<file path="src/rtl/pipe_hazard_ctrl.sv">
// Hazard sequencing for a 5-stage RISC-V pipeline: stall/flush steering, EX operand
// forwarding, a data-memory wait FSM with timeout, and saturating stall/flush counters.
module pipe_hazard_ctrl #(
    parameter int MEM_TIMEOUT = 255,
    parameter int CNT_W       = 32
) (
    input  logic             clk,
    input  logic             rst,
    input  logic [4:0]       id_rs1,
    input  logic [4:0]       id_rs2,
    input  logic             id_use_rs1,
    input  logic             id_use_rs2,
    input  logic [4:0]       ex_rs1,
    input  logic [4:0]       ex_rs2,
    input  logic [4:0]       ex_rd,
    input  logic             ex_memread,
    input  logic             ex_redirect,
    input  logic [4:0]       mem_rd,
    input  logic             mem_regwrite,
    input  logic             mem_req,
    input  logic             dmem_ready,
    input  logic [4:0]       wb_rd,
    input  logic             wb_regwrite,
    output logic             pc_stall,
    output logic             ifid_stall,
    output logic             ifid_flush,
    output logic             idex_stall,
    output logic             idex_flush,
    output logic             exmem_stall,
    output logic             memwb_bubble,
    output logic [1:0]       fwd_a,
    output logic [1:0]       fwd_b,
    output logic             bus_err,
    output logic [CNT_W-1:0] stall_cycles,
    output logic [CNT_W-1:0] flush_events
);

    localparam int WC_W = (MEM_TIMEOUT > 1) ? $clog2(MEM_TIMEOUT) : 1;
    localparam logic [WC_W-1:0] WAIT_LAST = WC_W'(MEM_TIMEOUT - 1);

    typedef enum logic [1:0] {
        ST_RUN  = 2'd0,
        ST_WAIT = 2'd1,
        ST_ERR  = 2'd2
    } state_t;

    state_t           state_r;
    logic [WC_W-1:0]  wait_cnt_r;
    logic             bus_err_r;
    logic [CNT_W-1:0] stall_cnt_r;
    logic [CNT_W-1:0] flush_cnt_r;
    logic             mem_stall_s;
    logic             load_use_s;

    function automatic logic [CNT_W-1:0] sat_inc(input logic [CNT_W-1:0] v);
        if (&v) begin
            return v;
        end else begin
            return v + CNT_W'(1);
        end
    endfunction

    // MEM result is younger than WB, so it wins; x0 is never forwarded.
    function automatic logic [1:0] fwd_sel(input logic [4:0] rs,
                                           input logic [4:0] m_rd, input logic m_we,
                                           input logic [4:0] w_rd, input logic w_we);
        if (m_we && (m_rd != 5'd0) && (m_rd == rs)) begin
            return 2'b10;
        end else if (w_we && (w_rd != 5'd0) && (w_rd == rs)) begin
            return 2'b01;
        end else begin
            return 2'b00;
        end
    endfunction

    // Hazard detection from current FSM state and stage fields.
    always_comb begin
        mem_stall_s = (state_r == ST_ERR)
                    | ((state_r == ST_WAIT) & ~dmem_ready)
                    | ((state_r == ST_RUN) & mem_req & ~dmem_ready);
        load_use_s  = ex_memread & (ex_rd != 5'd0)
                    & ((id_use_rs1 & (id_rs1 == ex_rd)) | (id_use_rs2 & (id_rs2 == ex_rd)));
    end

    // Prioritised steering: mem stall > redirect > load-use; all quiet while in reset.
    always_comb begin
        pc_stall     = 1'b0;
        ifid_stall   = 1'b0;
        ifid_flush   = 1'b0;
        idex_stall   = 1'b0;
        idex_flush   = 1'b0;
        exmem_stall  = 1'b0;
        memwb_bubble = 1'b0;
        if (rst) begin
            pc_stall = 1'b0;
        end else if (mem_stall_s) begin
            pc_stall     = 1'b1;
            ifid_stall   = 1'b1;
            idex_stall   = 1'b1;
            exmem_stall  = 1'b1;
            memwb_bubble = 1'b1;
        end else if (ex_redirect) begin
            ifid_flush = 1'b1;
            idex_flush = 1'b1;
        end else if (load_use_s) begin
            pc_stall   = 1'b1;
            ifid_stall = 1'b1;
            idex_flush = 1'b1;
        end else begin
            pc_stall = 1'b0;
        end
    end

    // EX operand forwarding selects.
    always_comb begin
        fwd_a = fwd_sel(ex_rs1, mem_rd, mem_regwrite, wb_rd, wb_regwrite);
        fwd_b = fwd_sel(ex_rs2, mem_rd, mem_regwrite, wb_rd, wb_regwrite);
    end

    // Data-memory wait FSM; ERR is terminal until reset.
    always_ff @(posedge clk or posedge rst) begin
        if (rst) begin
            state_r    <= ST_RUN;
            wait_cnt_r <= '0;
            bus_err_r  <= 1'b0;
        end else begin
            case (state_r)
                ST_RUN: begin
                    wait_cnt_r <= '0;
                    if (mem_req && !dmem_ready) begin
                        state_r <= ST_WAIT;
                    end else begin
                        state_r <= ST_RUN;
                    end
                end
                ST_WAIT: begin
                    if (dmem_ready) begin
                        state_r    <= ST_RUN;
                        wait_cnt_r <= '0;
                    end else if (wait_cnt_r == WAIT_LAST) begin
                        state_r    <= ST_ERR;
                        wait_cnt_r <= '0;
                        bus_err_r  <= 1'b1;
                    end else begin
                        wait_cnt_r <= wait_cnt_r + WC_W'(1);
                    end
                end
                ST_ERR: begin
                    bus_err_r <= 1'b1;
                end
                default: begin
                    // Unreachable encoding: freeze the pipeline rather than resume blindly.
                    state_r    <= ST_ERR;
                    wait_cnt_r <= '0;
                    bus_err_r  <= 1'b1;
                end
            endcase
        end
    end

    // Saturating performance counters.
    always_ff @(posedge clk or posedge rst) begin
        if (rst) begin
            stall_cnt_r <= '0;
            flush_cnt_r <= '0;
        end else begin
            if (pc_stall) begin
                stall_cnt_r <= sat_inc(stall_cnt_r);
            end
            if (ifid_flush) begin
                flush_cnt_r <= sat_inc(flush_cnt_r);
            end
        end
    end

    assign bus_err      = bus_err_r;
    assign stall_cycles = stall_cnt_r;
    assign flush_events = flush_cnt_r;

endmodule

</file>
<file path="config.mk">
export PLATFORM = sky130hd
export DESIGN_NAME = pipe_hazard_ctrl
export DESIGN_NICKNAME = d
export VERILOG_FILES = /design/src/rtl/pipe_hazard_ctrl.sv
export SDC_FILE = /design/constraint.sdc
export NUM_CORES = 1
export LEC_CHECK = 0
export ABC_CLOCK_PERIOD_IN_PS = 6100
export CAP_MARGIN = 20
export CORE_ASPECT_RATIO = 0.8
export CORE_MARGIN = 1.5
export CORE_UTILIZATION = 35
export DETAILED_ROUTE_END_ITERATION = 8
export PLACE_DENSITY = 0.64
export SYNTH_ARGS = -nofsm -noshare
export SYNTH_HDL_FRONTEND = slang
export SYNTH_SLANG_ARGS = --single-unit
</file>
<file path="constraint.sdc">
create_clock -name clk -period 6.1 [get_ports clk]
set_input_delay 1.22 -clock clk [delete_from_list [all_inputs] [get_ports clk]]
set_output_delay 1.22 -clock clk [all_outputs]
set_load 0.01 [all_outputs]
</file>
==> metrics.md <==
| Metric | Value |
|---|---|
| Initial core utilization | 36.6% |
| Peak Freq | 212 MHz |
| GRT Residual Overflow | 0 |
| Setup-failing EPs final | 0 |
| Area grow syn2layout | 39.3% |
| Antenna violations before repair | 0 |
| Syn Std Cell Area | 4060 sq um |
| Worst min-delay path class | register to register |
| Via count | 3339 |
| Top cell by count, worst path | clkdlybuf4s50_1 |
| Port-buffer cells | 120 |
| Placed Cells | 648 |
| Fin. max-slew vios | 0 |
| CTS Hold Bufs | 0 |
| Critical-path cell list | clkdlybuf4s50_1, xor2_1, nor4_1, a222oi_1, nor2_1, clkdlybuf4s50_1 |
| Routed len/inst | 14.8 um |
| Tightest Pin Transition | 983 ps |
| Cells after synthesis | 395 |
| Fillers | 1017 |
| Area occupied by multi-input gates | 2070 sq um |
| Final min period | 4720 ps |
| Vias in the first global route | 3378 |
| First-pass GRT wire length | 16500 um |
| I/O pin count | 121 |
| Pwr/cell area | 229 nW/um^2 |
| Status | complete, no violations |
| RSZ-0062 raised after global routing | no |
| Die area | 12300 sq um |
| Die width | 123 um |
| Fin. Hold Viols | 0 |
| Area share of the largest cell type after synthesis | 46.2% |
| Setup tns final | 0 ps |
| Final WL | 9840 um |
| Clk slew on worst S/H paths | 60 ps |
| Reg area | 1880 sq um |
| Startpoint types | input pin |
| YS warnings | 0 |
| Post-synth EDFFs | 0 |
| Placed cell areas | 5380 sq um |
| Final Instance Area | 5660 sq um |
| Global Route Usage Sum | 16.8% |
| Later-pin clock latency in the skew report | 330 ps |
| Clock Skews | 7.23 ps |
| Synth cell types | 46 |
| Slowest Stage Delay on Critical Path | 600 ps |
| Async SR Flop Fraction | 100% |
| Number of core rows | 34 |
| DR iter-0 viols | 172 |
| Yosys reg bits | 75 |
| Ant. Diodes | 0 |
| CP max FO | 5 |
| Core area | 11100 sq um |
| Slew HR | 34.4% |
| Synth area leaders | dfrtp_1, xnor2_1, xor2_1 |
| GP Congestion | 0.816 |
| Root Buffer | clkbuf_16 |
| Die Ht | 99.4 um |
| CP Class | input pin to output port |
| Peak VDD IR | 0.130 mV |
| Register area share after synthesis | 46.2% |
| Final cell count without fillers | 664 |
| Cell family with most CP delay | buffers and inverters |
| Drt first pass iters | 4 |
| # Post-CTS Setup Buffers | 0 |
| Pin count of the biggest net entering global routing | 48 |
| Drt drc | 0 |
| Routed Antenna Nets | 0 |
| H-tree depth | 3 |
| Slowest CP cell | clkdlybuf4s50_1 |
| Worst path bufs/invs | 2 |
| Top_reg_cell synth | dfrtp_1 |
| Vias per inst | 5.03 |
| Max-cap violations | 0 |
| Syn Area/Cell | 10.3 sq um |
| Mapped Nets | 444 |
| Crit path DAT | 3500 ps |
| Nets@finish | 564 |
| Crit. End Element | output port |
| Detailed placement HPWL | 7430 um |
| CTS tree | built |
| Top cell type by total area after synthesis | dfrtp_1 |
| Clk buf depth | 2 |
| Required @ worst endpoint | 4880 ps |
| Leak Pwr | 2.31 nW |
| Post-CTS resize count | 0 |
| Num CTS Buffers | 9 |
| Fin crit share | 77.3% |
| Fin Hold WS | 471 ps |
| Layout cells sized above 1 | 6.54% |
| Clock Sinks | 75 |
-- power by group --
part | switching, mW | internal [mW] | total [mW]
clock | 0.207 | 0.288 | 0.495
combinational | 0.114 | 0.123 | 0.238
sequential | 0.0393 | 0.527 | 0.566
-- worst reg2reg max path: cells and delay by family (launching register included) --
family / cells / cell delay, ps
flip-flops: 1 / 400
AO/OA/AOI/OAI: 3 / 1200
XOR/XNOR: 1 / 180
AND/OR/NAND/NOR: 2 / 760
-- routing by layer --
layer,part of all wire (%),up-vias,global-route usage [%]
met3,3.2,6,3.44
met2,48,70,26.8
met1,48,1633,23.5
met5,0,-,0
met4,0.86,0,4.07
li1,-,1630,-
-- per-stage QoR --
step           power (mW)  util (%)  setup WS, ps
2_1_floorplan       0.683         -           996
3_3_place_gp        0.812      48.5          1360
3_5_place_dp        0.818      48.5          1330
4_1_cts              1.32      51.0          1330
5_1_grt              1.36      51.0          1120
6_report             1.30      51.0          1380
-- cell usage in the layout (no fill, tap or decap), types with 2 or more instances in the layout --
cell type and n:
clkdlybuf4s50_1 120, dfrtp_1 75, xnor2_1 55, xor2_1 38
nand3_1 28, nand4_1 26, nand2_1 22, nor2_1 20
and3_1 16, o21ai_0 11, inv_1 9, clkbuf_16 9
nor3_1 8, nor4_1 7, and2_1 7, or4_1 6
and4_1 6, nand3_2 5, nor2b_1 4, nor3_2 4
ha_1 4, and2_0 3, or2_2 2, a21o_1 2
nand2b_1 2, o41ai_1 2, mux2_2 2, o31ai_1 2
clkinvlp_4 2, buf_4 2
-- flip-flops by register name, summed over array words and instances (netlist names) --
signal,count
flush_events,32
stall_cycles,32
wait_cnt_r,8
state_r,2
bus_err,1
-- worst paths after layout --
path	startpoint	end	slack (ps)	cells after the start
max in group asynchronous	rst	wait_cnt_r[1]	4190	3
max	ex_rd[3]	pc_stall	1380	6
max reg2reg	state_r[0]	stall_cycles[7]	3440	6
min reg2reg	bus_err	bus_err	470	1
min in group asynchronous	rst	bus_err	1150	2
min	bus_err	bus_err	470	1
-- cells in the mapped netlist, types with 2 or more instances --
master and number:
nand4_1 26, buf_6 2, nor2b_1 4, and4_1 6
o41ai_1 2, clkbuf_1 3, or4_1 6, ha_1 4
buf_1 2, and3_1 16, or2_2 2, inv_1 10
mux2_2 2, and2_0 3, nand3_1 28, buf_4 3
a21o_1 2, o31ai_1 2, o21ai_0 11, dfrtp_1 75
nand2b_1 2, nand3_2 5, nand2_1 22, buf_2 3
nor3_1 8, xnor2_1 55, nor4_1 7, nor2_1 20
and2_1 7, xor2_1 38, nor3_2 4
-- logic make-up after synthesis --
logic type / after synthesis / share of synthesized area (%)
AO/OA/AOI/OAI: 26 / 4.43
XOR/XNOR: 93 / 20.0
adder cells (fa/ha/maj): 4 / 1.23
buffers and inverters: 23 / 2.86
flip-flops: 75 / 46.2
multiplexers: 2 / 0.554
AND/OR/NAND/NOR: 172 / 24.7
-- cell type report --
class	count	share of cell area (%)
Multi-Input combinational cell	297	36.6
Sequential cell	75	33.1
Timing Repair Buffer	122	21.5
Clock buffer	11	4.29
Tap cell	144	3.18
Clock inverter	5	0.663
Inverter	10	0.663
(Power assumes the default switching activity.)
